### config.mk
export PLATFORM = sky130hd
export DESIGN_NAME = ram_arbiter_flat
export DESIGN_NICKNAME = d
export VERILOG_FILES = /design/src/rtl/ram_arbiter_if.sv /design/src/rtl/ram_arbiter.sv /design/src/flat_wrapper.sv
export SDC_FILE = /design/constraint.sdc
export NUM_CORES = 1
export LEC_CHECK = 0
export ABC_AREA = 1
export BUFFER_PORTS_ARGS = -buffer_cell sky130_fd_sc_hd__buf_2
export CORE_UTILIZATION = 47
export DETAILED_ROUTE_END_ITERATION = 7
export GPL_ROUTABILITY_DRIVEN = 0
export PLACE_DENSITY = 0.77
export SYNTH_ARGS = -nofsm -noshare
export SYNTH_HDL_FRONTEND = slang
export SYNTH_SLANG_ARGS = --single-unit
### constraint.sdc
create_clock -name clk -period 1.85 [get_ports clk]
set_input_delay 0.0925 -clock clk [delete_from_list [all_inputs] [get_ports clk]]
set_output_delay 0.0925 -clock clk [all_outputs]
set_load 0.02 [all_outputs]
### src/rtl/ram_arbiter_if.sv
// Bus bundle between the two requesters, the RAM arbiter and a synchronous RAM.
// The master side drives requests and RAM read data; the slave side is the arbiter.
interface ram_arbiter_if;
    logic        req0;
    logic        req1;
    logic        we0;
    logic        we1;
    logic [7:0]  addr0;
    logic [7:0]  addr1;
    logic [15:0] wdata0;
    logic [15:0] wdata1;
    logic        gnt0;
    logic        gnt1;
    logic        done0;
    logic        done1;
    logic [15:0] rdata;
    logic [7:0]  ram_addr;
    logic        ram_w_en;
    logic [15:0] ram_w_data;
    logic [15:0] ram_r_data;

    modport master (
        output req0, req1, we0, we1, addr0, addr1, wdata0, wdata1, ram_r_data,
        input  gnt0, gnt1, done0, done1, rdata, ram_addr, ram_w_en, ram_w_data
    );

    modport slave (
        input  req0, req1, we0, we1, addr0, addr1, wdata0, wdata1, ram_r_data,
        output gnt0, gnt1, done0, done1, rdata, ram_addr, ram_w_en, ram_w_data
    );
endinterface

### src/rtl/ram_arbiter.sv
// Two-requester round-robin arbiter in front of a single-port synchronous RAM.
// Each access takes an ISSUE cycle (gnt, RAM driven) and a DONE cycle (done, read data).
module ram_arbiter (
    input  logic         clk,
    input  logic         rst_n,
    ram_arbiter_if.slave bus
);

    typedef enum logic [1:0] {
        ST_IDLE  = 2'd0,
        ST_ISSUE = 2'd1,
        ST_DONE  = 2'd2
    } state_t;

    state_t      r_state;
    state_t      w_state_nxt;

    logic        w_any_req;
    logic        w_accept;
    logic        w_winner;
    logic        w_we;
    logic [7:0]  w_addr;
    logic [15:0] w_wdata;

    logic        r_last;
    logic        r_winner;
    logic        r_we;
    logic [7:0]  r_addr;
    logic [15:0] r_wdata;
    logic [15:0] r_rdata;
    logic        r_gnt0;
    logic        r_gnt1;
    logic        r_done0;
    logic        r_done1;
    logic        r_ram_w_en;
    logic        w_rd_done;

    assign w_any_req = bus.req0 | bus.req1;

    // Round-robin winner selection and mux of the winner's request fields
    always_comb begin
        w_winner = 1'b0;
        w_we     = 1'b0;
        w_addr   = 8'h00;
        w_wdata  = 16'h0000;
        if (bus.req0 && bus.req1) begin
            w_winner = ~r_last;
        end else if (bus.req1) begin
            w_winner = 1'b1;
        end else begin
            w_winner = 1'b0;
        end
        if (w_winner) begin
            w_we    = bus.we1;
            w_addr  = bus.addr1;
            w_wdata = bus.wdata1;
        end else begin
            w_we    = bus.we0;
            w_addr  = bus.addr0;
            w_wdata = bus.wdata0;
        end
    end

    // Next-state logic; requests are only looked at in IDLE and DONE
    always_comb begin
        w_state_nxt = r_state;
        w_accept    = 1'b0;
        case (r_state)
            ST_IDLE, ST_DONE: begin
                if (w_any_req) begin
                    w_state_nxt = ST_ISSUE;
                    w_accept    = 1'b1;
                end else begin
                    w_state_nxt = ST_IDLE;
                    w_accept    = 1'b0;
                end
            end
            ST_ISSUE: begin
                w_state_nxt = ST_DONE;
                w_accept    = 1'b0;
            end
            default: begin
                w_state_nxt = ST_IDLE;
                w_accept    = 1'b0;
            end
        endcase
    end

    // State register
    always_ff @(posedge clk or negedge rst_n) begin
        if (!rst_n) begin
            r_state <= ST_IDLE;
        end else begin
            r_state <= w_state_nxt;
        end
    end

    // Handshake pulses and RAM write enable; an access aborted by reset never reaches done
    always_ff @(posedge clk or negedge rst_n) begin
        if (!rst_n) begin
            r_gnt0     <= 1'b0;
            r_gnt1     <= 1'b0;
            r_done0    <= 1'b0;
            r_done1    <= 1'b0;
            r_ram_w_en <= 1'b0;
        end else begin
            r_gnt0     <= w_accept & ~w_winner;
            r_gnt1     <= w_accept &  w_winner;
            r_done0    <= (r_state == ST_ISSUE) & ~r_winner;
            r_done1    <= (r_state == ST_ISSUE) &  r_winner;
            r_ram_w_en <= w_accept & w_we;
        end
    end

    // Latched request and last-served pointer, both updated on every accept
    always_ff @(posedge clk or negedge rst_n) begin
        if (!rst_n) begin
            r_last   <= 1'b1;
            r_winner <= 1'b0;
            r_we     <= 1'b0;
            r_addr   <= 8'h00;
            r_wdata  <= 16'h0000;
        end else if (w_accept) begin
            r_last   <= w_winner;
            r_winner <= w_winner;
            r_we     <= w_we;
            r_addr   <= w_addr;
            r_wdata  <= w_wdata;
        end else begin
            r_last   <= r_last;
            r_winner <= r_winner;
            r_we     <= r_we;
            r_addr   <= r_addr;
            r_wdata  <= r_wdata;
        end
    end

    // RAM data only becomes valid in DONE, so it is forwarded then and held from here on
    assign w_rd_done = (r_state == ST_DONE) & ~r_we;

    // Read data hold register
    always_ff @(posedge clk or negedge rst_n) begin
        if (!rst_n) begin
            r_rdata <= 16'h0000;
        end else if (w_rd_done) begin
            r_rdata <= bus.ram_r_data;
        end else begin
            r_rdata <= r_rdata;
        end
    end

    assign bus.gnt0       = r_gnt0;
    assign bus.gnt1       = r_gnt1;
    assign bus.done0      = r_done0;
    assign bus.done1      = r_done1;
    assign bus.rdata      = w_rd_done ? bus.ram_r_data : r_rdata;
    assign bus.ram_addr   = r_addr;
    assign bus.ram_w_en   = r_ram_w_en;
    assign bus.ram_w_data = r_wdata;

endmodule

### src/flat_wrapper.sv
// flat-port wrapper written by rule: the top's interface ports become plain ports
module ram_arbiter_flat 
  (clk, rst_n, bus_req0, bus_req1, bus_we0, bus_we1, bus_addr0, bus_addr1, bus_wdata0, bus_wdata1, bus_ram_r_data, bus_gnt0, bus_gnt1, bus_done0, bus_done1, bus_rdata, bus_ram_addr, bus_ram_w_en, bus_ram_w_data);
  ram_arbiter_if bus_i ();
  input  logic clk;
  input  logic rst_n;
  input wire logic [$bits(bus_i.req0)-1:0] bus_req0;
  input wire logic [$bits(bus_i.req1)-1:0] bus_req1;
  input wire logic [$bits(bus_i.we0)-1:0] bus_we0;
  input wire logic [$bits(bus_i.we1)-1:0] bus_we1;
  input wire logic [$bits(bus_i.addr0)-1:0] bus_addr0;
  input wire logic [$bits(bus_i.addr1)-1:0] bus_addr1;
  input wire logic [$bits(bus_i.wdata0)-1:0] bus_wdata0;
  input wire logic [$bits(bus_i.wdata1)-1:0] bus_wdata1;
  input wire logic [$bits(bus_i.ram_r_data)-1:0] bus_ram_r_data;
  output wire logic [$bits(bus_i.gnt0)-1:0] bus_gnt0;
  output wire logic [$bits(bus_i.gnt1)-1:0] bus_gnt1;
  output wire logic [$bits(bus_i.done0)-1:0] bus_done0;
  output wire logic [$bits(bus_i.done1)-1:0] bus_done1;
  output wire logic [$bits(bus_i.rdata)-1:0] bus_rdata;
  output wire logic [$bits(bus_i.ram_addr)-1:0] bus_ram_addr;
  output wire logic [$bits(bus_i.ram_w_en)-1:0] bus_ram_w_en;
  output wire logic [$bits(bus_i.ram_w_data)-1:0] bus_ram_w_data;
  assign bus_i.req0 = bus_req0;
  assign bus_i.req1 = bus_req1;
  assign bus_i.we0 = bus_we0;
  assign bus_i.we1 = bus_we1;
  assign bus_i.addr0 = bus_addr0;
  assign bus_i.addr1 = bus_addr1;
  assign bus_i.wdata0 = bus_wdata0;
  assign bus_i.wdata1 = bus_wdata1;
  assign bus_i.ram_r_data = bus_ram_r_data;
  assign bus_gnt0 = bus_i.gnt0;
  assign bus_gnt1 = bus_i.gnt1;
  assign bus_done0 = bus_i.done0;
  assign bus_done1 = bus_i.done1;
  assign bus_rdata = bus_i.rdata;
  assign bus_ram_addr = bus_i.ram_addr;
  assign bus_ram_w_en = bus_i.ram_w_en;
  assign bus_ram_w_data = bus_i.ram_w_data;
  ram_arbiter u_core (.clk(clk), .rst_n(rst_n), .bus(bus_i));
endmodule
## Word level (Yosys, flattened, before mapping)

Cells that the tools add are included.

| word-level totals | value |
|---|---|
| register bits | 50 |
| bits of input ports | 70 |
| output and inout port bits | 45 |
| word-level logic and storage cells | 38 |

| cells by class | value |
|---|---|
| eq/ne operators | 2 |
| muxes and demuxes | 10 |
| bitwise operators | 11 |
| reductions and logical operators | 3 |

Operators with widths:

| operator | count |
|---|---|
| 2-to-1 mux 16 bit | 2 |
| 2-to-1 mux 8 bit | 1 |
| bitwise AND 1 bit | 6 |
| 2-to-1 mux 1 bit | 6 |
| NOT 1 bit | 4 |
| case mux 2 bit (2 select lines) | 1 |
| equality test 2 x 1 -> 1 bit (second input constant) | 1 |
| equality test 2 bit (second input constant) | 1 |
| logical NOT 2 bit | 1 |
| OR reduction 2 bit | 1 |
| logical AND 1 bit | 1 |
| OR 1 bit | 1 |

## Logic depth before layout (Yosys ltp)

| depth | value |
|---|---|
| word-level depth | 4 |
| depth in mapped cells | 7 |
| depth with buffers taken out | 5 |

## Worst setup path after synthesis

Ideal clock, no wire load.

| timing path | value |
|---|---|
| path type | register to register |
| start point | register u_core.r_state[0] |
| end point | register u_core.r_rdata[10] |
| setup time | 0.186 ns |
| arrival time | 1.348 ns |
| data required time | 1.664 ns |
| slack | 0.316 ns |
| cell stages (with the launch flop) | 5 |
| buffers on the path | 1 |
| period minus slack after synthesis | 1.534 ns |
| path through | dfrtp_1 -> inv_2 -> nand3b_2 -> buf_2 -> o21ai_0 |

| on the way | value |
|---|---|
| word-level cells in the longest chain between the ends | 3 |

RTL lines:

| what | line | source |
|---|---|---|
| start: declaration | ram_arbiter.sv:15 | `state_t r_state;` |
| start signal: assignment | ram_arbiter.sv:94 | `r_state <= w_state_nxt;` |
| equality test 2 bit | ram_arbiter.sv:139 | `assign w_rd_done = (r_state == ST_DONE) & ~r_we;` |
| bitwise AND 1 bit | ram_arbiter.sv:139 |  |
| 2-to-1 mux 16 bit | - |  |
| via bus_rdata[10] | flat_wrapper.sv:20 | `output wire logic [$bits(bus_i.rdata)-1:0] bus_rdata;` |
| end signal: assignment | ram_arbiter.sv:146 | `r_rdata <= bus.ram_r_data;` |
| end signal: assignment | ram_arbiter.sv:148 | `r_rdata <= r_rdata;` |
| end: declaration | ram_arbiter.sv:30 | `logic [15:0] r_rdata;` |

The timed path passes the listed nets, and every way through them passes these cells.
A chain may end at the register's enable or synchronous reset.

## Worst setup path in the final report

| timing path | value |
|---|---|
| start point | register u_core.r_state[0] |
| end point | output port bus_rdata[5] |

| on the way | value |
|---|---|
| word-level cells in the longest chain between the ends | 3 |

RTL lines:

| what | line | source |
|---|---|---|
| equality test 2 bit | ram_arbiter.sv:139 |  |
| bitwise AND 1 bit | ram_arbiter.sv:139 |  |
| 2-to-1 mux 16 bit | ram_arbiter.sv:156 | `assign bus.rdata = w_rd_done ? bus.ram_r_data : r_rdata;` |
| end: declaration | flat_wrapper.sv:20 |  |

No other way between the ends.

==> metrics <==
Reg power frac=43.9%; worst r2r dst=u_core.r_rdata[5]; run status=finished clean; TritonCTS Buffers=5; worst hold start=bus_ram_r_data[3]; Slew Limit Fails=0; Cell Int Power=approximately 2200 µW; Fin. Hold Viols=0; Switching Share=between 30% and 40%; initial antenna violation count=0; Final Setup Violations=0; first-pass GRT wire length=8280 µm; R2R Setup Slk=0.57 ns; CP Class=reg -> out; most frequent cells in the layout=buf_2, nand2_1, inv_1; Max Cap Viol=0; end of the critical path=bus_rdata[5]; placed cells=between 400 and 500; sequential cell area fraction in the yosys report=between 50% and 60%; Max-slew headroom=between 70 and 80%; Ports=about 120; Synth Flop Type=dfrtp_1; register area=around 1300 µm²; Layout Cells excl Fill=486; Initial Util=49.7%; P per Cell Area=about 1100 nW/µm²; post-route setup TNS=0 ns; PortBufs=114; startpoint types=flip-flop; Switching Power=1360 µW; Period Utilization, post-route=between 90 and 100%; Mean Syn Cell Area=between 7 and 8 µm²; clock skew=around 0.0038 ns; DP HPWL=around 3800 µm; Clock power frac=a little under a fifth; CTS H-tree lvls=2; Critical Path End Type=primary output; Max FO, Critical Path=32; Core ar.=a little under 5000 µm²; Avg WL per Cell=10.8 µm; Sink Count=50; vias=~2200; filler cell count=approximately 470; DR vias/cell=4.47; Warnings, synthesis=0; clk_lat worst skew=around 0.29 ns; CP required=1.76 ns; layout net count=~500; First DRT Iteration DRCs=slightly above 70; Post-Route WL=approximately 5200 µm; Initial DRT Pass Iterations=4; Comb power frac=between 30% and 40%; R2R cell count=3; Die X=73.4 µm; antenna cell count=0; worst r2r src=u_core.r_state[0]; CTS tree=done; Mapped Nets=376; overall die area=roughly 5400 µm²; Hold WC Path Type=in -> reg; Peak Freq=about 0.56 GHz; clock buffer depth=2; number of flops mapped to enable cells by yosys=0; Mapped Cells=306; Total Power=between 3000 and 4000 µW; Worst Path Arrival=1.69 ns; final hold slack=0.0458 ns; P_leak=around 0.002 µW; final worst slack=approximately 0.068 ns; Worst Hold Depth=3; RSZ-0062 raised after global routing=yes; pre-CTS setup slack=0.158 ns; Worst Setup SP=u_core.r_state[0]; CTS root buffer=clkbuf_8; Remaining DRCs=0; largest net degree at the start of global routing=40; GRT Util Overall=19.9%; total grt overflow=0; Die Y=~73 µm; area of the mapped netlist=2390 µm²; antenna-violating nets left=0; worst slew pin tran=0.309 ns; Layout area overhead=29.6%; post-synthesis async set-or-reset flop share=100%; area of the multi-input gates=774 µm²; crit path time final=about 1.8 ns; post-synthesis register bit count=50; clock-pin slew on the worst setup and hold paths=roughly 0.09 ns; vias in the first global route=slightly below 2000; most common library cell in the layout ignoring fill and taps=buf_2; layout cells sized above 1=32.2%; number of library cell types mapped by synthesis=20; Max rail drop VDD=about 0.43 mV; row count=25
## metal layers
metal	GRT usage, %	up-vias	routed length [µm]
li1	-	1132	-
met1	23.1	946	2260
met5	0	-	0
met4	5.13	0	33
met2	36.0	90	2540
met3	5.76	5	410
## per-stage QoR
stage          area [µm²]  util (%)
3_3_place_gp         2990      62.0
5_1_grt              3100      64.4
3_5_place_dp         2990      62.0
6_report             3100      64.4
2_1_floorplan        2390         -
4_1_cts              3100      64.4
## layout make-up
| type | count | share of cell area [%] |
|---|---|---|
| Tap cell | 67 | 2.70 |
| Multi-Input combinational cell | 170 | 25.0 |
| Inverter | 72 | 8.79 |
| Timing Repair Buffer | 119 | 20.1 |
| Clock inverter | 2 | 0.403 |
| Sequential cell | 50 | 40.4 |
| Clock buffer | 6 | 2.66 |
## synthesized netlist by cell type (2+ instances only)
master	instances	area, µm²
inv_1	69	259
o21ai_0	12	60.1
nand3_1	50	250
nand2_1	93	349
inv_2	2	7.51
nor3_1	2	10.0
o21ai_1	5	25.0
dfrtp_1	49	1230
nor2_1	3	11.3
buf_2	4	20.0
buf_4	6	45.0
buf_6	3	33.8
## critical path, cell delays in order (launching register included)
cell      delay (ns)
dfrtp_1         0.46
inv_2           0.13
nand3b_4        0.26
o21ai_0         0.32
buf_2           0.21
## power groups by stage
stage	registers [µW]	clock network, µW	logic [µW]
floorplan	1700	0	713
global placement	1560	0	1290
detailed placement	1560	0	1330
CTS	1540	669	1340
global route	1580	704	1470
finish	1540	647	1330
## registers in the layout (all words and copies together) (netlist names), 2 cells and up
signal,count
u_core.r_rdata,16
u_core.bus.ram_addr,8
u_core.r_state,2
u_core.bus.ram_w_data,16
## kinds of logic (layout without fill, tap and decap cells)
group	count (synthesis)	in the layout	synth area share, %
buffers and inverters	86	199	15.7
AND/OR/NAND/NOR	153	153	28.4
flip-flops	50	50	52.3
AO/OA/AOI/OAI	17	17	3.55
## worst min-delay path by stage
stage                              end  slack, ns
global placement    u_core.r_rdata[15]      -0.01
finish               u_core.r_rdata[3]       0.05
global route         u_core.r_rdata[2]       0.04
floorplan             u_core.bus.done0      -0.20
CTS                  u_core.r_rdata[3]       0.04
detailed placement  u_core.r_rdata[15]      0.003
## repair_timing
item,in CTS,in global routing
setup endpoints to repair,16,10
gates resized for setup,1,2
hold endpoints to repair,11,0
pin swaps,0,0
cloned,0,0
buffers inserted,0,0
hold buffers,1,0
No activity file was read; power rests on OpenSTA's default activity.
